`src/rtl/mem_resp_packer_pkg.sv`:
```
// Shared types and widths for the nibble-to-byte response packer.
package mem_pkt_pkg;

  typedef enum logic {
    LOW  = 1'b0,
    HIGH = 1'b1
  } pack_state_e;

  localparam int COV_W       = 6;
  localparam int COV_ENTRIES = 64;
  localparam int NIB_W       = 4;
  localparam int BYTE_W      = 8;

  // Coverage tuple layout: {fsm, fifo count, idle counter}.
  function automatic logic [COV_W-1:0] cov_tuple(input pack_state_e fsm,
                                                 input logic [2:0]  count,
                                                 input logic [1:0]  idle);
    return {fsm, count, idle};
  endfunction

endpackage

```
`src/rtl/mem_resp_packer_if.sv`:
```
// Nibble input strobe and byte output valid/ready port of the packer.
interface mem_resp_packer_if;
  import mem_pkt_pkg::*;

  logic              in_valid;
  logic [NIB_W-1:0]  in_data;
  logic              out_valid;
  logic [BYTE_W-1:0] out_data;
  logic              out_ready;

  modport master (
    output in_valid,
    output in_data,
    output out_ready,
    input  out_valid,
    input  out_data
  );

  modport slave (
    input  in_valid,
    input  in_data,
    input  out_ready,
    output out_valid,
    output out_data
  );

endinterface

```
`src/rtl/mem_resp_packer_fifo.sv`:
```
// Show-ahead byte FIFO: head is combinational from the read pointer entry.
module byte_fifo
  import mem_pkt_pkg::*;
#(
  parameter int DEPTH = 4
) (
  input  logic              clock,
  input  logic              reset,
  input  logic              push,
  input  logic [BYTE_W-1:0] push_data,
  input  logic              pop,
  output logic [BYTE_W-1:0] head,
  output logic              full,
  output logic              empty,
  output logic [2:0]        count,
  output logic              ovf
);
  localparam int PTR_W = (DEPTH > 1) ? $clog2(DEPTH) : 1;

  logic [BYTE_W-1:0] mem_reg [DEPTH];
  logic [PTR_W-1:0]  rd_ptr_reg;
  logic [PTR_W-1:0]  wr_ptr_reg;
  logic [2:0]        count_reg;
  logic              pop_ok;
  logic              push_ok;

  assign empty   = (count_reg == 3'd0);
  assign full    = (count_reg == 3'(DEPTH));
  assign pop_ok  = pop && !empty;
  // A pop in the same cycle frees the slot, so a full FIFO still accepts.
  assign push_ok = push && (!full || pop_ok);
  assign ovf     = push && !push_ok;
  assign count   = count_reg;
  assign head    = mem_reg[rd_ptr_reg];

  generate
    for (genvar gi = 0; gi < DEPTH; gi++) begin : g_entry
      always_ff @(posedge clock) begin
        if (push_ok && (wr_ptr_reg == PTR_W'(gi))) begin
          mem_reg[gi] <= push_data;
        end
      end
    end
  endgenerate

  always_ff @(posedge clock) begin
    if (reset) begin
      rd_ptr_reg <= '0;
      wr_ptr_reg <= '0;
      count_reg  <= 3'd0;
    end else begin
      if (push_ok) begin
        wr_ptr_reg <= wr_ptr_reg + 1'b1;
      end
      if (pop_ok) begin
        rd_ptr_reg <= rd_ptr_reg + 1'b1;
      end
      case ({push_ok, pop_ok})
        2'b10:   count_reg <= count_reg + 3'd1;
        2'b01:   count_reg <= count_reg - 3'd1;
        default: count_reg <= count_reg;
      endcase
    end
  end

endmodule

```
`src/rtl/mem_resp_packer.sv`:
```
// Packs the mem_ctrl nibble stream into bytes (low nibble first), queues them
// in a show-ahead FIFO and tracks a {fsm, count, idle} state-coverage map.
module mem_resp_packer
  import mem_pkt_pkg::*;
#(
  parameter int DEPTH   = 4,
  parameter int TIMEOUT = 3
) (
  input  logic             clock,
  input  logic             reset,
  input  logic             meta_reset,
  mem_resp_packer_if.slave bus,
  output logic [3:0]       drop_cnt,
  output logic [COV_W-1:0] coverage,
  output logic [COV_W-1:0] io_cov_sum,
  output logic             bug
);
  localparam logic [1:0] IDLE_LAST = 2'(TIMEOUT - 1);

  generate
    if (!(DEPTH == 2 || DEPTH == 4)) begin : g_bad_depth
      $error("mem_resp_packer: DEPTH must be 2 or 4");
    end
    if (TIMEOUT < 1 || TIMEOUT > 3) begin : g_bad_timeout
      $error("mem_resp_packer: TIMEOUT must be 1..3");
    end
  endgenerate

  pack_state_e       state_reg;
  pack_state_e       state_next;
  logic [NIB_W-1:0]  lo_reg;
  logic [NIB_W-1:0]  lo_next;
  logic [1:0]        idle_reg;
  logic [1:0]        idle_next;
  logic              push_valid;
  logic [BYTE_W-1:0] push_byte;

  logic [BYTE_W-1:0] fifo_head;
  logic              fifo_full;
  logic              fifo_empty;
  logic [2:0]        fifo_count;
  logic              fifo_ovf;

  logic [3:0]        drop_cnt_reg;
  logic              bug_reg;

  logic [COV_W-1:0]       cov_state_reg = '0;
  logic [COV_ENTRIES-1:0] covmap_reg    = '0;
  logic [COV_W-1:0]       covsum_reg    = '0;

  always_comb begin
    state_next = state_reg;
    lo_next    = lo_reg;
    idle_next  = idle_reg;
    push_valid = 1'b0;
    push_byte  = '0;
    case (state_reg)
      LOW: begin
        if (bus.in_valid) begin
          lo_next    = bus.in_data;
          idle_next  = 2'd0;
          state_next = HIGH;
        end
      end
      HIGH: begin
        if (bus.in_valid) begin
          push_valid = 1'b1;
          push_byte  = {bus.in_data, lo_reg};
          state_next = LOW;
        end else if (idle_reg == IDLE_LAST) begin
          // Producer went quiet mid-byte: flush with a zero high nibble.
          push_valid = 1'b1;
          push_byte  = {{NIB_W{1'b0}}, lo_reg};
          idle_next  = 2'd0;
          state_next = LOW;
        end else begin
          idle_next  = idle_reg + 2'd1;
        end
      end
      default: state_next = LOW;
    endcase
  end

  always_ff @(posedge clock) begin
    if (reset) begin
      state_reg <= LOW;
      lo_reg    <= '0;
      idle_reg  <= 2'd0;
    end else begin
      state_reg <= state_next;
      lo_reg    <= lo_next;
      idle_reg  <= idle_next;
    end
  end

  byte_fifo #(
    .DEPTH(DEPTH)
  ) u_fifo (
    .clock    (clock),
    .reset    (reset),
    .push     (push_valid),
    .push_data(push_byte),
    .pop      (bus.out_ready),
    .head     (fifo_head),
    .full     (fifo_full),
    .empty    (fifo_empty),
    .count    (fifo_count),
    .ovf      (fifo_ovf)
  );

  assign bus.out_valid = !fifo_empty;
  assign bus.out_data  = fifo_head;

  always_ff @(posedge clock) begin
    if (reset) begin
      drop_cnt_reg <= 4'd0;
      bug_reg      <= 1'b0;
    end else if (fifo_ovf) begin
      if (drop_cnt_reg != 4'hF) begin
        drop_cnt_reg <= drop_cnt_reg + 4'd1;
      end
      bug_reg <= 1'b1;
    end
  end

  assign drop_cnt = drop_cnt_reg;
  assign bug      = bug_reg;

  // Coverage survives reset; the lookup uses last cycle's registered tuple.
  always_ff @(posedge clock) begin
    cov_state_reg <= cov_tuple(state_reg, fifo_count, idle_reg);
    if (meta_reset) begin
      covmap_reg <= '0;
      covsum_reg <= '0;
    end else if (!covmap_reg[cov_state_reg]) begin
      covmap_reg[cov_state_reg] <= 1'b1;
      covsum_reg                <= covsum_reg + 1'b1;
    end
  end

  assign coverage   = covsum_reg;
  assign io_cov_sum = covsum_reg;

  logic unused_full;
  assign unused_full = fifo_full;

endmodule

```
`src/flat_wrapper.sv`:
```
// flat-port wrapper written by rule: the top's interface ports become plain ports
module mem_resp_packer_flat import mem_pkt_pkg::*;
#(
  parameter int DEPTH   = 4,
  parameter int TIMEOUT = 3
)
  (clock, reset, meta_reset, drop_cnt, coverage, io_cov_sum, bug, bus_in_valid, bus_in_data, bus_out_ready, bus_out_valid, bus_out_data);
  mem_resp_packer_if bus_i ();
  input  logic clock;
  input  logic reset;
  input  logic meta_reset;
  output logic [3:0] drop_cnt;
  output logic [COV_W-1:0] coverage;
  output logic [COV_W-1:0] io_cov_sum;
  output logic bug;
  input wire logic [$bits(bus_i.in_valid)-1:0] bus_in_valid;
  input wire logic [$bits(bus_i.in_data)-1:0] bus_in_data;
  input wire logic [$bits(bus_i.out_ready)-1:0] bus_out_ready;
  output wire logic [$bits(bus_i.out_valid)-1:0] bus_out_valid;
  output wire logic [$bits(bus_i.out_data)-1:0] bus_out_data;
  assign bus_i.in_valid = bus_in_valid;
  assign bus_i.in_data = bus_in_data;
  assign bus_i.out_ready = bus_out_ready;
  assign bus_out_valid = bus_i.out_valid;
  assign bus_out_data = bus_i.out_data;
  mem_resp_packer #(.DEPTH(DEPTH), .TIMEOUT(TIMEOUT)) u_core (.clock(clock), .reset(reset), .meta_reset(meta_reset), .bus(bus_i), .drop_cnt(drop_cnt), .coverage(coverage), .io_cov_sum(io_cov_sum), .bug(bug));
endmodule
```
`config.mk`:
```
export PLATFORM = sky130hd
export DESIGN_NAME = mem_resp_packer_flat
export DESIGN_NICKNAME = d
export VERILOG_FILES = /design/src/rtl/mem_resp_packer_pkg.sv /design/src/rtl/mem_resp_packer_if.sv /design/src/rtl/mem_resp_packer_fifo.sv /design/src/rtl/mem_resp_packer.sv /design/src/flat_wrapper.sv
export SDC_FILE = /design/constraint.sdc
export NUM_CORES = 1
export LEC_CHECK = 0
export CAP_MARGIN = 20
export CORE_UTILIZATION = 55
export CTS_CLUSTER_DIAMETER = 30
export DETAILED_ROUTE_END_ITERATION = 16
export PLACE_DENSITY = 0.83
export SLEW_MARGIN = 20
export SYNTH_ARGS = -nofsm -noshare
export SYNTH_HDL_FRONTEND = slang
export SYNTH_HIERARCHICAL = 1
export SYNTH_SLANG_ARGS = --single-unit
export TNS_END_PERCENT = 30
```
`constraint.sdc`:
```
create_clock -name clock -period 3.3 [get_ports clock]
set_clock_uncertainty 0.15 [all_clocks]
set_input_delay 0.495 -clock clock [delete_from_list [all_inputs] [get_ports clock]]
set_output_delay 0.495 -clock clock [all_outputs]
set_load 0.005 [all_outputs]
```
## Word-level counts from Yosys, hierarchy flattened

Memory sizes are Yosys's and may differ from the RTL's. A register that Yosys moved wholly into a read port is not among the register bits.
Index checks and enable logic that the tools add are counted.

- Bits in registers: 95
- Latch bits: 0
- Memory bits (writable): 32
- Memory bits (read-only): 0
- Input port bits: 9
- Output and inout bits: 26
- Logic and storage cells: 92
- Memories kept: 1

- Add/subtract/negate cells: 7
- Multiply operators: 0
- Div/mod/pow operators: 0
- Magnitude comparators: 2
- Equal/unequal tests: 10
- Shift operators: 0
- Mux-type cells: 38
- Bitwise operators: 2
- Reductions and logical operators: 21

Memories:

| memory | words | bits a word | read ports | clocked after Yosys merged registers in | wr ports | line | RTL |
|---|---|---|---|---|---|---|---|
| u_core.u_fifo.mem_reg | 4 | 8 | 1 | 1 | 1 | mem_resp_packer_fifo.sv:20 | `logic [BYTE_W-1:0] mem_reg [DEPTH];` |

Operators by type and width:

| operator | count |
|---|---|
| $or 64x64->64 | 1 |
| $mux 8 | 5 |
| $reduce_or 8->1 | 3 |
| $mux 1 | 19 |
| $mux 2 | 8 |
| $eq 2x2->1 const B | 4 |
| $logic_and 1x1->1 | 8 |
| $lt 6x7->1 const B | 1 |
| $add 2x1->2 const B | 3 |
| $add 6x1->6 const B | 1 |
| $bmux 1 s6 | 1 |
| $demux 1 s6 | 1 |
| $ge 6x1->1 const B | 1 |
| $pmux 3 s2 | 1 |
| $reduce_and 2->1 | 3 |
| $add 4x1->4 const B | 1 |
| $eq 2x1->1 const B | 2 |
| $mux 4 | 1 |
| $ne 2x2->1 const B | 2 |
| $ne 4x4->1 const B | 1 |
| $pmux 2 s2 | 1 |
| $add 3x1->3 const B | 1 |
| $eq 3x3->1 const B | 1 |
| $logic_not 1->1 | 3 |
| 7 further kinds | 7 |

## Logic depth before layout (Yosys ltp)

- Depth after elaboration: 12
- Gate-level depth with buffers: 11
- Mapped depth without buffers: 11

## Cells and area by module

The synthesis kept the hierarchy.

Modules (own cells, without submodules):

| module | times used | cells each | area each (um^2) | seq. area each (um^2) |
|---|---|---|---|---|
| mem_resp_packer | 1 | 486 | 4,051.4 | 1,761.7 |
| byte_fifo | 1 | 97 | 1,661.6 | 1,141.1 |

## Least setup slack after synthesis

OpenSTA, ideal clock, no wires.

- Kind: register -> register
- Start: register u_core.cov_state_reg[0]
- End: register u_core.covsum_reg[5], in the netlist u_core/coverage[5]
- Library setup time: 121 ps
- Data arrival time: 2,396 ps
- Required time: 3,029 ps
- Setup slack: 633 ps
- Stages on the path, launching flop included: 9
- Path buffers: 2
- Clock period less this slack: 2,667 ps
- Cells stage by stage: dfxtp_1 -> buf_6 -> mux4_2 -> a32o_1 -> a311oi_2 -> nand3_2 -> buf_6 -> nor4_1 -> mux2_2

- Longest elaborated chain between the ends: 2

RTL lines:

| what | line | RTL |
|---|---|---|
| start: declaration | mem_resp_packer.sv:47 | `logic [COV_W-1:0] cov_state_reg = '0;` |
| start signal: assignment | mem_resp_packer.sv:131 | `cov_state_reg <= cov_tuple(state_reg, fifo_count, idle_reg);` |
| $bmux 1 s6 | mem_resp_packer.sv:135 | `end else if (!covmap_reg[cov_state_reg]) begin` |
| $mux 1 (implied by the code) | mem_resp_packer.sv:135 |  |
| end signal: assignment | mem_resp_packer.sv:137 | `covsum_reg <= covsum_reg + 1'b1;` |
| end: declaration | mem_resp_packer.sv:49 | `logic [COV_W-1:0] covsum_reg = '0;` |

No other way between the ends. The select of a mux whose other input is x is not followed.
A chain may end at the register's enable or synchronous reset.

==> metrics.yaml <==
status: "finished, final reports clean"
slew_headroom_pct: 51.0
worst_ep_arrival_time_ps: 2310
rsz0062_at_grt: "false"
path_max_fanout: 8
dr.pass1.iters: 7
io_buffers: 34
grt_antenna_before_repair: 0
final_core_util_pct: 67.1
powerDensity_mw_per_mm2: 691
diodes: 0
fin_nets: 614
power.share.sequential_pct: 39.6
hpwl_mm: 8.05
max_cap_violations: 0
startpoint_type: "register"
postCtsSetupBuffers: 0
timing.setup.tns_ps: 0
area_delta_synth_final_pct: 16.5
wirelength_mm: 13.4
drive_gt1_share_pct: 10.5
hold_path_class: "register to register"
drc: 0
clockBufferDepth: 2
ir_drop_v: 0.000454
cts_max_level: 4
fmax_ghz: 0.338
hold_violations: 0
intPower_mw: 3.25
die-width_um: 104
routed_via_density: 6.13
slew_violations: 0
clock-root-buffer: "clkbuf_8"
clkPwrFrac_pct: 40.9
die-area_mm2: 0.0108
timing.rr.start: "u_core/cov_state_reg[0]$_DFF_P_"
path_buf_inv: 1
fin_crit_ps: 2950
crit_type: "register to output pin"
vias: 4545
crit_chain: "mux4_2 -> clkdlybuf4s50_1"
p_sw_mw: 1.34
fp.coreArea_mm2: 0.00991
fp-row-count: 36
cts_sinks: 129
globalRouteTotalUtil_pct: 25.8
drt_iter0_drc: 380
fin_crit_sh_pct: 89.5
numCtsBuffers: 17
p_leak_nw: 2.25
p_comb_share_pct: 19.5
grt_start_max_net_pins: 40
syn_nets: 600
grt_pass1_vias: 4436
place_area_mm2: 0.00605
drt.antenna.violating_nets: 0
setup_viol_count_final: 0
worst_setup_path_end_kind: "output pin"
max_stage_delay_ps: 700
cts_tree: "done"
crit_family: "flip-flops"
postCtsResizedCells: 0
place.gp.congestion: 0.813
hold_ws_ps: 256
stdcell_area_mm2: 0.00665
start_util_pct: 57.6
boundaryPins: 35
tightest_slew_ps: 733
synth_area_mm2: 0.00571
crit_required_ps: 2650
die_height_um: 104
syn_inst: 582
syn_avg_cell_area_um2: 9.81
clk_pin_slew_worst_paths_ps: 60
grt-ovfl-total: 0
largest_reg_flops: 64
p_sw_share_pct: 29.2
yosysWarnings: 6
min_from: "u_core/idle_reg[1]$_SDFFE_PP0P_"
grt_pass1_wl_mm: 21.9
wl_per_cell_um: 18.1
clkLatencyLatePin_ps: 520
hold_buffers: 0
crit_slowest_cell: "dfxtp_1"
finalPower_mw: 4.59
## power by group through the flow
stage	sequential, mW	clock, mW	combinational (mW)
4_1_cts	1.82	1.89	0.870
6_report	1.82	1.88	0.897
2_1_floorplan	1.77	0	0.642
3_3_place_gp	1.84	0	0.828
5_1_grt	1.83	1.96	0.957
3_5_place_dp	1.85	0	0.855
## layout make-up
| type | instances | area (µm²) |
|---|---|---|
| Timing Repair Buffer | 47 | 433 |
| Tap cell | 133 | 166 |
| Fill cell | 727 | 3260 |
| Clock buffer | 25 | 505 |
| Sequential cell | 129 | 2900 |
| Clock inverter | 7 | 97.6 |
| Multi-Input combinational cell | 354 | 2370 |
| Inverter | 47 | 176 |
## stage by stage
step,setup WS (ps),cells
6_report,345,742
4_1_cts,288,742
3_5_place_dp,327,710
3_3_place_gp,452,710
2_1_floorplan,633,582
5_1_grt,232,742
## layer usage
metal	up-vias	global-route usage, %	share of wire (%)
li1	2109	-	-
met1	2191	32.6	41
met2	216	42.2	50
met3	29	6.83	7.0
met4	0	10.3	2.0
met5	-	0	0
## placed cells by master (no fill, tap or decap), types with 13 or more instances in the layout
cell and count:
dfxtp_1 97, nor2_1 85, a21oi_1 48, inv_1 47, or4_1 36, a31oi_1 34, clkdlybuf4s50_1 33, edfxtp_1 32
nand2_1 18, mux2i_1 18, clkbuf_16 17, buf_4 13
## worst paths after layout
| check | end | slack (ps) | depth (start not counted) |
|---|---|---|---|
| worst max-delay path | bus_out_data[7] | 350 | 2 |
| worst min-delay path | u_core/cov_state_reg[1]$_DFF_P_ | 260 | 0 |
| worst min register to register | u_core/cov_state_reg[1]$_DFF_P_ | 260 | 0 |
| worst max register to register | u_core/coverage[5]$_SDFFE_PP0N_ | 390 | 7 |
No activity file was read; power rests on OpenSTA's default activity.
